$ cat config.mk
export PLATFORM = sky130hd
export DESIGN_NAME = img_inv_stream_ctrl
export DESIGN_NICKNAME = d
export VERILOG_FILES = /design/src/rtl/img_inv_pkg.sv /design/src/rtl/img_frame_buf.sv /design/src/rtl/img_inv_stream_ctrl.sv
export SDC_FILE = /design/constraint.sdc
export NUM_CORES = 2
export LEC_CHECK = 0
export CELL_PAD_IN_SITES_DETAIL_PLACEMENT = 0
export CELL_PAD_IN_SITES_GLOBAL_PLACEMENT = 2
export CORE_ASPECT_RATIO = 2
export CORE_MARGIN = 3
export CORE_UTILIZATION = 28
export CTS_BUF_LIST = sky130_fd_sc_hd__clkbuf_4
export DETAILED_ROUTE_END_ITERATION = 10
export GPL_TIMING_DRIVEN = 0
export PLACE_DENSITY_LB_ADDON = 0.2
export SLEW_MARGIN = 20
export SYNTH_ARGS = -nofsm -noshare
export SYNTH_HDL_FRONTEND = slang
export SYNTH_SLANG_ARGS = --single-unit
$ cat constraint.sdc
create_clock -name clock -period 2.65 [get_ports clock]
set_clock_uncertainty 0.1 [all_clocks]
set_input_delay 0.795 -clock clock [delete_from_list [all_inputs] [get_ports clock]]
set_output_delay 0.795 -clock clock [all_outputs]
set_load 0.01 [all_outputs]
$ cat src/rtl/img_inv_pkg.sv
// Shared types and defaults for the UART image-inversion sequencer.
// The CK_SEND/CK_WAIT states are only reachable with IMG_INV_CHECKSUM_EN defined.
package img_inv_pkg;

   localparam int FRAME_BYTES_DEF = 158;

   typedef logic [7:0] byte_t;

   typedef enum logic [2:0] {
      IDLE,
      RX_FILL,
      TX_LOAD,
      TX_SEND,
      TX_WAIT,
      DONE,
      CK_SEND,
      CK_WAIT
   } state_t;

endpackage

$ cat src/rtl/img_frame_buf.sv
// Frame buffer: simple dual-port RAM, one write port, one registered read port.
// Contents are deliberately not reset so the array maps onto block RAM.
module img_frame_buf
   import img_inv_pkg::*;
#(
   parameter int ADDR_W = 8
) (
   input  logic              clock,
   input  logic              we,
   input  logic [ADDR_W-1:0] waddr,
   input  byte_t             wdata,
   input  logic              re,
   input  logic [ADDR_W-1:0] raddr,
   output byte_t             rdata
);

   byte_t mem [0:(1<<ADDR_W)-1];

   always_ff @(posedge clock) begin
      if (we) mem[waddr] <= wdata;
      if (re) rdata <= mem[raddr];
   end

endmodule

$ cat src/rtl/img_inv_stream_ctrl.sv
// Captures one fixed-length frame from UART rx, then replays it (optionally inverted)
// to UART tx paced by i_tx_done. Optional trailing XOR checksum: IMG_INV_CHECKSUM_EN.
module img_inv_stream_ctrl
   import img_inv_pkg::*;
#(
   parameter int FRAME_BYTES = FRAME_BYTES_DEF,
   parameter int ADDR_W      = 8,
   parameter int CNT_W       = 16
) (
   input  logic             clock,
   input  logic             reset_rtl,
   input  logic [7:0]       i_rx_data,
   input  logic             i_rx_data_valid,
   input  logic             i_invert_en,
   output logic [7:0]       o_tx_data,
   output logic             o_tx_data_valid,
   input  logic             i_tx_done,
   output logic             o_busy,
   output logic             o_frame_done,
   output logic             o_overrun,
   output logic [CNT_W-1:0] o_frame_count,
   output logic [2:0]       o_dbg_state
);

   localparam logic [ADDR_W-1:0] LAST = ADDR_W'(FRAME_BYTES - 1);

   state_t            state, state_next;
   logic [ADDR_W-1:0] wr_ptr, rd_ptr;
   logic              inv_q;
   byte_t             rdata, tx_byte;
   logic              buf_we, buf_re, frame_start;
   logic [ADDR_W-1:0] buf_waddr;
`ifdef IMG_INV_CHECKSUM_EN
   byte_t             csum;
`endif

   img_frame_buf #(.ADDR_W(ADDR_W)) u_buf (
      .clock (clock),
      .we    (buf_we),
      .waddr (buf_waddr),
      .wdata (i_rx_data),
      .re    (buf_re),
      .raddr (rd_ptr),
      .rdata (rdata)
   );

   assign tx_byte     = inv_q ? ~rdata : rdata;
   assign o_busy      = (state != IDLE);
   assign o_dbg_state = state;

   always_comb begin
      state_next  = state;
      buf_we      = 1'b0;
      buf_waddr   = wr_ptr;
      buf_re      = 1'b0;
      frame_start = 1'b0;
      case (state)
         IDLE: if (i_rx_data_valid) begin
            buf_we      = 1'b1;
            buf_waddr   = '0;
            frame_start = 1'b1;
            state_next  = RX_FILL;
         end
         RX_FILL: if (i_rx_data_valid) begin
            buf_we = 1'b1;
            if (wr_ptr == LAST) state_next = TX_LOAD;
         end
         TX_LOAD: begin
            buf_re     = 1'b1;
            state_next = TX_SEND;
         end
         TX_SEND: state_next = TX_WAIT;
         TX_WAIT: if (i_tx_done) begin
`ifdef IMG_INV_CHECKSUM_EN
            state_next = (rd_ptr == LAST) ? CK_SEND : TX_LOAD;
`else
            state_next = (rd_ptr == LAST) ? DONE : TX_LOAD;
`endif
         end
`ifdef IMG_INV_CHECKSUM_EN
         CK_SEND: state_next = CK_WAIT;
         CK_WAIT: if (i_tx_done) state_next = DONE;
`endif
         DONE:    state_next = IDLE;
         default: state_next = IDLE;
      endcase
   end

   always_ff @(posedge clock) begin
      if (reset_rtl) begin
         state           <= IDLE;
         wr_ptr          <= '0;
         rd_ptr          <= '0;
         inv_q           <= 1'b0;
         o_tx_data       <= '0;
         o_tx_data_valid <= 1'b0;
         o_frame_done    <= 1'b0;
         o_overrun       <= 1'b0;
         o_frame_count   <= '0;
`ifdef IMG_INV_CHECKSUM_EN
         csum            <= '0;
`endif
      end else begin
         state           <= state_next;
         o_tx_data_valid <= 1'b0;
         o_frame_done    <= 1'b0;

         // Invert setting is frozen at the first byte of the frame.
         if (frame_start) begin
            inv_q  <= i_invert_en;
            wr_ptr <= ADDR_W'(1);
`ifdef IMG_INV_CHECKSUM_EN
            csum   <= '0;
`endif
         end else if (state == RX_FILL && i_rx_data_valid) begin
            wr_ptr <= wr_ptr + ADDR_W'(1);
         end

         if (state == RX_FILL && state_next == TX_LOAD) rd_ptr <= '0;
         if (state == TX_WAIT && state_next == TX_LOAD) rd_ptr <= rd_ptr + ADDR_W'(1);

         if (state == TX_SEND) begin
            o_tx_data       <= tx_byte;
            o_tx_data_valid <= 1'b1;
`ifdef IMG_INV_CHECKSUM_EN
            csum            <= csum ^ tx_byte;
`endif
         end
`ifdef IMG_INV_CHECKSUM_EN
         if (state == CK_SEND) begin
            o_tx_data       <= csum;
            o_tx_data_valid <= 1'b1;
         end
`endif

         // Frame done and count land together with the DONE state itself.
         if (state_next == DONE) begin
            o_frame_done  <= 1'b1;
            o_frame_count <= o_frame_count + CNT_W'(1);
         end

         if (i_rx_data_valid && state != IDLE && state != RX_FILL) o_overrun <= 1'b1;
      end
   end

endmodule

==> results.toml <==
[status]
run_status = "complete, but fails checks"
violations = "setup timing"

[pwr]
irDropWorstVdd_mv = 0.337
p_per_area_mw_per_mm2 = 572
finalPower_mw = 63.4
p_leak_nw = 35.0

[global_routing]
antenna_found_initial = 23
grt_use_total = 0.277
grt_pass1_vias = 50200
grt_max_degree = 113
grt_overflow = 0
grt_pass1_wl_mm = 533

[timing]
slew_violations = 0
worstMarginPinSlew_ns = 1.08
final-hold-violation-count = 0
setup_tns_ns = -213.48
rsz0062_at_grt = "true"
post-route-period-util = 1.45
postLayoutSetupSlackWorst_ns = -1.19
setup_violations = 1569
slew_headroom = 0.276
holdWs_ns = 0.173
fmax_mhz = 261
fin_crit_ns = 3.84

[layout]
fin_util = 0.377
final_area_mm2 = 0.111
layout-drive-gt1-share = 0.478
area_growth_pct = 33.8
nets = 5338
final_cells = 9533

[setup_path]
cpPeakStageDelay_ns = 0.65
arrival_ns = 4.94
required_ns = 3.76
cp-start-kind = "flop"
slowest_stage = "o21ai_2"
worstSetupPathType = "flop to flop"
cp_max_fo = 10
endpoint_kind = "flop"
critPathMostFrequentCell = "buf_12"
crit_chain = "buf_12 -> buf_16 -> buf_12 -> buf_12 -> buf_16 -> buf_12 -> mux4_2 -> mux2i_2 -> o21ai_2 -> nand4_1 -> o31ai_4"

[yosys]
dominantRegCellSynth = "edfxtp_1"
synth_edf_count = 2056
ys_ff_latch = 2103
yosysTopAreaCell = "edfxtp_1"
synth_nets = 4034
avgSynthCellArea_um2 = 20.6
synth_top_area_frac = 0.746
synthCells = 4016
syn_area_mm2 = 0.0828
ys_warn_count = 0
synth_area_leaders = "edfxtp_1 75%, mux4_2 9.9%, mux4_1 2.9%, mux2i_1 2.3%, nor2_1 1.6%"
synth.distinct_cells = 83
yosysSeqAreaShare = 0.757
async_reset_ff_frac = 0

[routing]
postRouteWirelength_mm = 430
via_per_inst = 5.43
drt_iter0_markers = 5948
ant_nets = 0
firstDrtPassIters = 6
vias = 51700
drc = 0
wire_per_inst_um = 45.1

[floorplanning]
start_util = 0.282
die_w_um = 390
num_rows = 281
die_y_um = 775
core_mm2 = 0.294
ios = 44
dieArea_mm2 = 0.303

[job]
drv_cap = 0

[placed_design]
dpl.hpwl_mm = 286
port_buffers = 42
place_congestion = 0.962
dpl-instance-area_mm2 = 0.0898
pre_cts_ws_ns = -3.95
placed_cells_incl_taps = 7948

[clock_network]
clock-sinks = 2103
cts_buffer_depth = 4
clk_pin_slew_worst_paths_ns = 0.08
cts_tree = "yes"
numCtsBuffers = 460
clock_latency_ns = 1.42
cts_root_buf = "clkbuf_4"
htreeDepth = 5

[min_path]
hp-class = "input port to flop"
[report_power, final]
| group | total, mW | switching, mW | internal, mW |
|---|---|---|---|
| registers | 36.4 | 0.00721 | 36.4 |
| clock network | 25.9 | 13.7 | 12.2 |
| logic | 1.03 | 0.823 | 0.207 |
| total | 63.4 | 14.6 | 48.9 |
[cell families (layout without fill, tap and decap cells)]
logic type / count (synthesis) / in the layout / synth area share
multiplexers: 672 / 672 / 0.155
AND/OR/NAND/NOR: 590 / 590 / 0.0311
other: 0 / 28 / 0
XOR/XNOR: 24 / 24 / 0.00254
AO/OA/AOI/OAI: 362 / 362 / 0.0309
flip-flops: 2103 / 2103 / 0.757
buffers and inverters: 260 / 1929 / 0.0228
adder cells (fa/ha/maj): 5 / 5 / 0.000756
[worst paths after layout]
check / startpoint / to / slack (ns) / cells after the start
min reg2reg: o_overrun$_SDFFE_PP0P_ / o_overrun$_SDFFE_PP0P_ / 0.35 / 2
max reg2reg: rd_ptr[1]$_SDFFE_PP0P_ / u_buf.rdata[3]$_DFFE_PP_ / -1.19 / 11
min: i_rx_data_valid / o_overrun$_SDFFE_PP0P_ / 0.17 / 3
max: rd_ptr[1]$_SDFFE_PP0P_ / u_buf.rdata[3]$_DFFE_PP_ / -1.19 / 11
[repair_timing]
item | in CTS | in global routing
pin swaps | 99 | 185
endpoints found under the hold margin | 648 | 0
endpoints found under the setup margin | 2125 | 2094
resized for setup | 1262 | 477
buffers inserted | 373 | 351
cloned | 5 | 2
hold buffers | 11 | 0
[worst max-delay path: cells and delay by family (launching register included)]
family / cells / cell delay (ns)
buffers and inverters: 6 / 1.39
AOI/OAI and AO/OA: 2 / 0.85
muxes: 2 / 0.40
and+or+nand+nor: 1 / 0.39
DFF: 1 / 0.36
[synth_stat cells, types with 25 or more instances]
| cell | n |
|---|---|
| nor2_1 | 353 |
| o22ai_1 | 27 |
| mux4_1 | 91 |
| o21ai_0 | 54 |
| buf_8 | 27 |
| mux2i_1 | 193 |
| o221ai_1 | 30 |
| buf_2 | 60 |
| dfxtp_1 | 47 |
| a21oi_1 | 64 |
| nand2_1 | 96 |
| a211oi_1 | 28 |
| mux4_2 | 365 |
| a22oi_1 | 38 |
| clkbuf_1 | 87 |
| nand3_1 | 25 |
| edfxtp_1 | 2056 |
| a221oi_1 | 46 |
[sequential cells by signal (all words and copies together), names as in the netlist, 3 cells and up]
signal,cells
u_buf.mem,2048
o_dbg_state,3
o_tx_data,8
rd_ptr,8
u_buf.rdata,8
wr_ptr,8
o_frame_count,16
[placed cells by master, fill, tap and decap left out, types with 13 or more instances in the layout]
master     count
a211oi_1      15
a21oi_1       46
a221oi_1      29
a221oi_2      14
a22oi_1       21
a22oi_2       17
buf_12       282
buf_16       110
buf_2         13
buf_4        370
buf_6        166
buf_8         37
clkbuf_16     18
clkbuf_2      23
clkbuf_4     674
clkbuf_8      27
clkinv_1     117
clkinv_2      31
dfxtp_1       15
dfxtp_2       20
diode_2       28
edfxtp_1    2056
mux2_2        22
mux2i_1      171
mux2i_4       13
mux4_1        79
mux4_2       377
nand2_1       65
nand3_1       13
nand4_1       15
nor2_1        86
nor2_4       255
nor3_1        13
o21ai_0       28
o21ai_2       18
o221ai_1      27
o22ai_1       22
xnor2_1       15
[cell type report]
type / count / area, um^2
fill: 27000 / 183000
sequential: 2103 / 62800
multi-input combinational: 1653 / 21900
timing repair buffer: 846 / 11200
clock buffer: 657 / 4930
tap: 3820 / 4780
buffer: 243 / 4080
clock inverter: 170 / 930
inverter: 13 / 96.3
antenna: 28 / 70.1
[routing by layer]
metal,vias to the layer above,part of all wire,GRT usage,wire length (um)
met5,-,0.00013,0,57
met4,8,0.12,0.270,52800
met3,1197,0.065,0.0521,28000
met2,3075,0.50,0.473,213000
met1,27700,0.32,0.279,136000
li1,19800,-,-,-
(Power assumes the default switching activity.)
